===== src/rtl/kalman_pkg.sv =====
// Shared Q18 fixed-point constants, CORDIC arctangent table and FSM state
// encoding for the sin/cos CORDIC engine.
package kalman_pkg;

   localparam int PI       = 823550;
   localparam int HALF_PI  = 411775;
   localparam int TWO_PI   = 1647099;
   localparam int CORDIC_K = 159188;

   // round(atan(2^-i) * 2^18); entries past i=18 fall below half an LSB
   localparam int ATAN_LUT [0:23] = '{
      205887, 121542, 64220, 32599, 16363, 8189, 4096, 2048,
      1024,   512,    256,   128,   64,    32,   16,   8,
      4,      2,      1,     0,     0,     0,    0,    0
   };

   typedef enum logic [1:0] {
      IDLE   = 2'd0,
      PREP   = 2'd1,
      ROTATE = 2'd2,
      DONE   = 2'd3
   } state_e;

endpackage


===== src/rtl/cordic_atan_rom.sv =====
// Combinational arctangent lookup: iteration index -> atan(2^-idx) in Q format,
// sign-extended to the CORDIC datapath width.
module cordic_atan_rom
   import kalman_pkg::*;
#(
   parameter int W = 34
) (
   input  logic [4:0]          idx,
   output logic signed [W-1:0] atan
);

   always_comb begin
      atan = '0;
      if (idx < 5'd24) atan = W'(ATAN_LUT[idx]);
   end

endmodule


===== src/rtl/sincos_cordic.sv =====
// Iterative CORDIC sine/cosine: IDLE -> PREP (wrap/fold) -> ITER rotations -> DONE.
// Define SINCOS_ANGLE_WRAP_EN to add a single +/-2pi wrap step ahead of the fold.
module sincos_cordic
   import kalman_pkg::*;
#(
   parameter int N    = 32,
   parameter int Q    = 18,
   parameter int ITER = 16
) (
   input  logic         clk,
   input  logic         reset,
   input  logic         start,
   input  logic [N-1:0] theta,
   output logic         busy,
   output logic         done,
   output logic [N-1:0] stheta,
   output logic [N-1:0] ctheta,
   output logic [N-1:0] theta_o
);

   localparam int W = N + 2;
   localparam logic signed [W-1:0] PI_W       = W'(PI);
   localparam logic signed [W-1:0] N_PI_W     = -W'(PI);
   localparam logic signed [W-1:0] HALF_PI_W  = W'(HALF_PI);
   localparam logic signed [W-1:0] N_HALF_PI_W = -W'(HALF_PI);
   localparam logic signed [W-1:0] K_W        = W'(CORDIC_K);
   localparam logic signed [W-1:0] MAX_W      = {{(W-N+1){1'b0}}, {(N-1){1'b1}}};
   localparam logic signed [W-1:0] MIN_W      = {{(W-N+1){1'b1}}, {(N-1){1'b0}}};
   localparam logic [N-1:0]        ONE_Q      = {{(N-1){1'b0}}, 1'b1} << Q;
`ifdef SINCOS_ANGLE_WRAP_EN
   localparam logic signed [W-1:0] TWO_PI_W   = W'(TWO_PI);
`endif

   state_e              state_q, state_d;
   logic [N-1:0]        theta_q, theta_d;
   logic [N-1:0]        ang_q, ang_d;
   logic signed [W-1:0] x_q, x_d, y_q, y_d, z_q, z_d;
   logic [4:0]          iter_q, iter_d;
   logic                neg_q, neg_d;
   logic                done_q, done_d;
   logic [N-1:0]        stheta_q, stheta_d, ctheta_q, ctheta_d, theta_o_q, theta_o_d;

   logic signed [W-1:0] a_in, a_wrap, a_fold, atan_w, x_fin, y_fin;
   logic                fold_neg;

   function automatic logic [N-1:0] sat(input logic signed [W-1:0] v);
      if (v > MAX_W)      return MAX_W[N-1:0];
      else if (v < MIN_W) return MIN_W[N-1:0];
      else                return v[N-1:0];
   endfunction

   cordic_atan_rom #(.W(W)) u_atan_rom (
      .idx  (iter_q),
      .atan (atan_w)
   );

   // NOTE: every always_comb output gets a default assignment first, so no path can infer a latch.
   always_comb begin
      a_in = {{2{theta_q[N-1]}}, theta_q};
`ifdef SINCOS_ANGLE_WRAP_EN
      if (a_in > PI_W)        a_wrap = a_in - TWO_PI_W;
      else if (a_in < N_PI_W) a_wrap = a_in + TWO_PI_W;
      else                    a_wrap = a_in;
`else
      a_wrap = a_in;
`endif
      a_fold   = a_wrap;
      fold_neg = 1'b0;
      if (a_wrap > HALF_PI_W) begin
         a_fold   = a_wrap - PI_W;
         fold_neg = 1'b1;
      end else if (a_wrap < N_HALF_PI_W) begin
         a_fold   = a_wrap + PI_W;
         fold_neg = 1'b1;
      end
   end

   // Next-state logic
   always_comb begin
      state_d = state_q;
      unique case (state_q)
         IDLE:    if (start) state_d = PREP;
         PREP:    state_d = ROTATE;
         ROTATE:  if (iter_q == 5'(ITER - 1)) state_d = DONE;
         DONE:    state_d = IDLE;
         default: state_d = IDLE;
      endcase
   end

   // Output logic: busy covers the done-pulse cycle, which is already back in IDLE
   always_comb begin
      busy = (state_q != IDLE) || done_q;
      done = done_q;
   end

   assign x_fin = neg_q ? -x_q : x_q;
   assign y_fin = neg_q ? -y_q : y_q;

   always_comb begin
      theta_d   = theta_q;
      ang_d     = ang_q;
      x_d       = x_q;
      y_d       = y_q;
      z_d       = z_q;
      iter_d    = iter_q;
      neg_d     = neg_q;
      done_d    = 1'b0;
      stheta_d  = stheta_q;
      ctheta_d  = ctheta_q;
      theta_o_d = theta_o_q;
      unique case (state_q)
         IDLE: if (start) theta_d = theta;
         PREP: begin
            ang_d  = a_wrap[N-1:0];
            neg_d  = fold_neg;
            x_d    = K_W;
            y_d    = '0;
            z_d    = a_fold;
            iter_d = '0;
         end
         ROTATE: begin
            if (!z_q[W-1]) begin
               x_d = x_q - (y_q >>> iter_q);
               y_d = y_q + (x_q >>> iter_q);
               z_d = z_q - atan_w;
            end else begin
               x_d = x_q + (y_q >>> iter_q);
               y_d = y_q - (x_q >>> iter_q);
               z_d = z_q + atan_w;
            end
            iter_d = iter_q + 5'd1;
         end
         DONE: begin
            stheta_d  = sat(y_fin);
            ctheta_d  = sat(x_fin);
            theta_o_d = ang_q;
            done_d    = 1'b1;
         end
         default: ;
      endcase
   end

   // NOTE: sequential state uses non-blocking assignments so all flops update from pre-edge values.
   always_ff @(posedge clk or posedge reset) begin
      if (reset) begin
         state_q   <= IDLE;
         theta_q   <= '0;
         ang_q     <= '0;
         x_q       <= '0;
         y_q       <= '0;
         z_q       <= '0;
         iter_q    <= '0;
         neg_q     <= 1'b0;
         done_q    <= 1'b0;
         stheta_q  <= '0;
         ctheta_q  <= ONE_Q;
         theta_o_q <= '0;
      end else begin
         state_q   <= state_d;
         theta_q   <= theta_d;
         ang_q     <= ang_d;
         x_q       <= x_d;
         y_q       <= y_d;
         z_q       <= z_d;
         iter_q    <= iter_d;
         neg_q     <= neg_d;
         done_q    <= done_d;
         stheta_q  <= stheta_d;
         ctheta_q  <= ctheta_d;
         theta_o_q <= theta_o_d;
      end
   end

   assign stheta  = stheta_q;
   assign ctheta  = ctheta_q;
   assign theta_o = theta_o_q;

endmodule


===== config.mk =====
export PLATFORM = sky130hd
export DESIGN_NAME = sincos_cordic
export DESIGN_NICKNAME = d
export VERILOG_FILES = /design/src/rtl/kalman_pkg.sv /design/src/rtl/cordic_atan_rom.sv /design/src/rtl/sincos_cordic.sv
export SDC_FILE = /design/constraint.sdc
export NUM_CORES = 1
export LEC_CHECK = 0
export BUFFER_PORTS_ARGS = -buffer_cell sky130_fd_sc_hd__clkbuf_2
export CAP_MARGIN = 0
export CORE_ASPECT_RATIO = 1.5
export CORE_MARGIN = 2
export CORE_UTILIZATION = 60
export CTS_CLUSTER_SIZE = 14
export DETAILED_ROUTE_END_ITERATION = 7
export PLACE_DENSITY_LB_ADDON = 0.15
export SYNTH_ARGS = -nofsm -noshare
export SYNTH_HDL_FRONTEND = slang
export SYNTH_HIERARCHICAL = 1
export SYNTH_SLANG_ARGS = --single-unit

===== constraint.sdc =====
create_clock -name clk -period 8.8 [get_ports clk]
set_input_delay 0.44 -clock clk [delete_from_list [all_inputs] [get_ports clk]]
set_output_delay 0.44 -clock clk [all_outputs]
set_load 0.1 [all_outputs]

==> run metrics <==
run status=completed; starting DRC count in detailed routing=roughly 1,600; count of final max-slew check failures=0; final WL=between 80 and 90 mm; total of fill cells in the finished design=3,596; DR vias/cell=~7; leading cell types by total area after synthesis=sky130_fd_sc_hd__dfrtp_1 (26%), sky130_fd_sc_hd__mux4_2 (7.7%), sky130_fd_sc_hd__ha_1 (6.0%); fraction of post-synthesis cell area in the top cell type by area=between 20% and 30%; RSZ-0062 raised after global routing=false; effective utilization at floorplan=a little over 60%; deepest clock path buffer count=3; level count of the clock H-tree=1; setup TNS=0 ns; CTS tree=yes; area growth from synthesis to final layout=6.50%; cells after synthesis=2,905; ANT nets after route=0; number of max-cap violations=0; all-layer global routing usage=between 30% and 40%; layout cells sized above 1=about 17%; critical path buffer and inverter count=1; worst min-delay path category=in -> reg; number of endpoints with negative hold slack in the final report=0; CP Data Arrival Time=~8.1 ns; Slew @ Worst Pin=1.24 ns; Floorplan Core Area=roughly 0.042 mm^2; final global-route overflow total=0; CP endpoint kind=flip-flop; count of standard-cell rows=slightly above 90; cell type with the largest total area after synthesis=sky130_fd_sc_hd__dfrtp_1; delay-heaviest family, CP=compound AO/OA/AOI/OAI gates; detailed-placement wirelength estimate=63.0 mm; f_max=approximately 0.13 GHz; stage delay of the slowest cell on the critical path=0.95 ns; CP max stage cell=sky130_fd_sc_hd__dfrtp_4; worst-path cell chain=inv_1 -> ha_1 -> mux2_2 -> a21oi_1 -> nor2_1 -> or4_1 -> nor4_1 -> nor2b_1 -> nand2_1 -> nor2_1 -> nor2_1 -> xor2_1 -> ha_1 -> a21o_1 -> a21o_1 -> a21o_1 -> a2111oi_0 -> o31ai_1 -> a2111oi_0 -> nor3_1 -> o31ai_1 -> mux2_2 -> a21oi_1; n_diodes=0; synthesized flop and latch total=around 270; maximum fanout count along the critical path=60; required time at the endpoint of the critical path=between 9 and 10 ns; number of failing setup endpoints in the final timing report=0; per-cell routed wire length=24.2 um; EDFF count, synth=0; top_reg_cell synth=sky130_fd_sc_hd__dfrtp_1; # IOs=133; number of warnings issued by yosys=6; die span in y=roughly 260 um; Die Width=~170 um; netlist area before placement=between 0.02 and 0.03 mm^2; die outline area=0.0444 mm^2; number of antenna violations at the first check in global routing=1; top cells by count, synth=sky130_fd_sc_hd__nor2_1 (273), sky130_fd_sc_hd__dfrtp_1 (270), sky130_fd_sc_hd__a21oi_1 (269), sky130_fd_sc_hd__nand2_1 (190), sky130_fd_sc_hd__clkbuf_1 (145); first-pass GRT wire length=~130 mm; drt pass-1 iters=7; largest net degree at the start of global routing=roughly 110; count of buffers inserted at the top-level ports=about 130; clk_skew=between 0.02 and 0.025 ns; type of the setup path with the least slack=reg -> reg; number of global-route vias before repair=roughly 24,000; source-to-sink clock delay at the later pin of the worst-skew pair=about 0.60 ns; sequential cell area in the final layout=0.00680 mm^2; number of clock sinks=~270; Slew Limit Headroom=17.3%; Residual DRC=0; element type at the critical path start=flip-flop; CTS Root Buffer Type=sky130_fd_sc_hd__clkbuf_16; via count=23,600; count of unique library cells instantiated by Yosys=roughly 100; share of flip-flops with an asynchronous set or reset after synthesis=between 90% and 100%; Placer Congestion=1.02; sequential share of the synthesized area=approximately a quarter; clock-pin slew on the worst setup and hold paths=roughly 0.080 ns; number of nets in the layout=~3,000; total clock buffers created by CTS=28; count of instances resized after the clock tree is built=0; mean cell area of the mapped netlist=8.83 um^2; minimum clock period after layout=approximately 7.6 ns; most common cell in the netlist=sky130_fd_sc_hd__nor2_1; final worst-path cycle share=86.0%; footprint of the multi-input gates=around 0.017 mm^2
-- cells in the final DEF (no fill, tap or decap), types with 15 or more instances in the layout --
cell | netlist | routed
sky130_fd_sc_hd__clkbuf_16 | 0 | 28
sky130_fd_sc_hd__nor4_1 | 18 | 18
sky130_fd_sc_hd__xor2_1 | 104 | 104
sky130_fd_sc_hd__buf_4 | 32 | 53
sky130_fd_sc_hd__nor3_1 | 48 | 48
sky130_fd_sc_hd__and3_1 | 28 | 28
sky130_fd_sc_hd__and2_1 | 18 | 18
sky130_fd_sc_hd__mux4_2 | 88 | 88
sky130_fd_sc_hd__or3_1 | 23 | 23
sky130_fd_sc_hd__o21a_1 | 37 | 37
sky130_fd_sc_hd__o31ai_1 | 41 | 41
sky130_fd_sc_hd__ha_1 | 122 | 119
sky130_fd_sc_hd__a21o_1 | 46 | 46
sky130_fd_sc_hd__xnor2_1 | 144 | 144
sky130_fd_sc_hd__o21ai_0 | 135 | 135
sky130_fd_sc_hd__conb_1 | 1 | 16
sky130_fd_sc_hd__clkbuf_2 | 0 | 132
sky130_fd_sc_hd__a31oi_1 | 31 | 31
sky130_fd_sc_hd__nor2b_1 | 26 | 26
sky130_fd_sc_hd__nand4_1 | 22 | 22
sky130_fd_sc_hd__mux2i_1 | 55 | 55
sky130_fd_sc_hd__a211oi_1 | 20 | 20
sky130_fd_sc_hd__a22o_1 | 37 | 37
sky130_fd_sc_hd__mux2_2 | 129 | 129
sky130_fd_sc_hd__nand2b_1 | 22 | 22
sky130_fd_sc_hd__o22ai_1 | 25 | 25
sky130_fd_sc_hd__nor2_1 | 273 | 272
sky130_fd_sc_hd__a21oi_1 | 269 | 269
sky130_fd_sc_hd__inv_1 | 86 | 84
sky130_fd_sc_hd__o21bai_1 | 18 | 18
sky130_fd_sc_hd__a22oi_1 | 15 | 15
sky130_fd_sc_hd__dfrtp_1 | 270 | 263
sky130_fd_sc_hd__o41ai_1 | 18 | 18
sky130_fd_sc_hd__o22a_1 | 25 | 25
sky130_fd_sc_hd__nand2_1 | 190 | 190
sky130_fd_sc_hd__o211ai_1 | 32 | 32
sky130_fd_sc_hd__nand3_1 | 37 | 37
-- worst paths after layout --
| check | to | slack [ns] | cells after the start | from |
|---|---|---|---|---|
| min | theta_q[13]$_DFFE_PP0P_ | 0.09 | 2 | theta[13] |
| max | z_q[28]$_DFFE_PP0P_ | 1.23 | 23 | iter_q[1]$_DFFE_PP0P_ |
| max reg2reg | z_q[28]$_DFFE_PP0P_ | 1.23 | 23 | iter_q[1]$_DFFE_PP0P_ |
| max in group asynchronous | ctheta[13]$_DFFE_PP0P_ | 6.14 | 5 | reset |
| min in group asynchronous | x_q[29]$_DFFE_PP0P_ | 0.50 | 3 | reset |
| min reg2reg | ctheta[19]$_DFFE_PP0P_ | 0.48 | 1 | ctheta[19]$_DFFE_PP0P_ |
-- cell families (layout without fill, tap and decap cells) --
logic type | count (synthesis) | count (layout) | synth area share [%]
flops | 271 | 271 | 26.4
buf+inv | 337 | 324 | 5.90
compound gates | 883 | 883 | 22.8
xor+xnor | 248 | 248 | 8.47
simple gates | 763 | 763 | 14.2
other cells | 1 | 16 | 0.0146
mux | 277 | 277 | 15.9
fa+ha+maj | 125 | 125 | 6.19
-- area by class of cell --
class	instances	share of cell area (%)
Clock buffer	36	2.79
Clock inverter	13	0.696
Inverter	89	1.25
Multi-Input combinational cell	2312	63.9
Sequential cell	271	24.9
Tap cell	564	2.58
Timing Repair Buffer	186	3.91
-- what timing repair did --
action                                  CTS  global route
endpoints found under the setup margin    0             0
endpoints found under the hold margin    82             0
hold buffers                              1             0
setup buffers                             0             0
-- registers in the layout (all words and copies together), names as in the netlist, 32 cells and up --
register and flops:
x_q 34, y_q 34, stheta 32, ang_q 32
ctheta 32, theta_q 32, theta_o 32, z_q 34
-- worst register-to-register path, cell delays in order (launching register included) --
cell	delay, ns
sky130_fd_sc_hd__dfrtp_4	0.95
sky130_fd_sc_hd__inv_1	0.25
sky130_fd_sc_hd__ha_1	0.31
sky130_fd_sc_hd__mux2_2	0.29
sky130_fd_sc_hd__a21oi_1	0.15
sky130_fd_sc_hd__nor2_1	0.09
sky130_fd_sc_hd__or4_1	0.54
sky130_fd_sc_hd__nor4_1	0.35
sky130_fd_sc_hd__nor2b_1	0.24
sky130_fd_sc_hd__nand2_1	0.10
sky130_fd_sc_hd__nor2_1	0.14
sky130_fd_sc_hd__nor2_1	0.06
sky130_fd_sc_hd__xor2_1	0.16
sky130_fd_sc_hd__ha_1	0.36
sky130_fd_sc_hd__a21o_1	0.20
sky130_fd_sc_hd__a21o_1	0.16
sky130_fd_sc_hd__a21o_1	0.19
sky130_fd_sc_hd__a2111oi_0	0.79
sky130_fd_sc_hd__o31ai_1	0.31
sky130_fd_sc_hd__a2111oi_0	0.94
sky130_fd_sc_hd__nor3_1	0.11
sky130_fd_sc_hd__o31ai_1	0.28
sky130_fd_sc_hd__mux2_2	0.36
sky130_fd_sc_hd__a21oi_1	0.13
-- through the flow --
stage          hold slack (ns)  instances  util (%)  worst slack, ns  cell area, um^2
6_report                0.0874       3471      64.8             1.23            27300
5_1_grt                 0.0725       3471      64.8            0.778            27300
4_1_cts                 0.0632       3471      64.8             1.31            27300
3_5_place_dp             0.471       3421      62.5             1.34            26400
3_3_place_gp             0.462       3421      62.5             1.52            26400
2_1_floorplan            0.457       2920         -            0.895            25700
-- layer usage --
metal | vias to the layer above | GRT usage, % | routed length, um
met4 | 2 | 29.0 | 8040
met1 | 11400 | 38.1 | 28600
met5 | - | 0 | 13
li1 | 10700 | - | -
met3 | 430 | 4.82 | 5030
met2 | 1095 | 67.2 | 42200
Power is not shown: default switching activity piles up to over one toggle a cycle in this logic, so the estimate is an artifact.
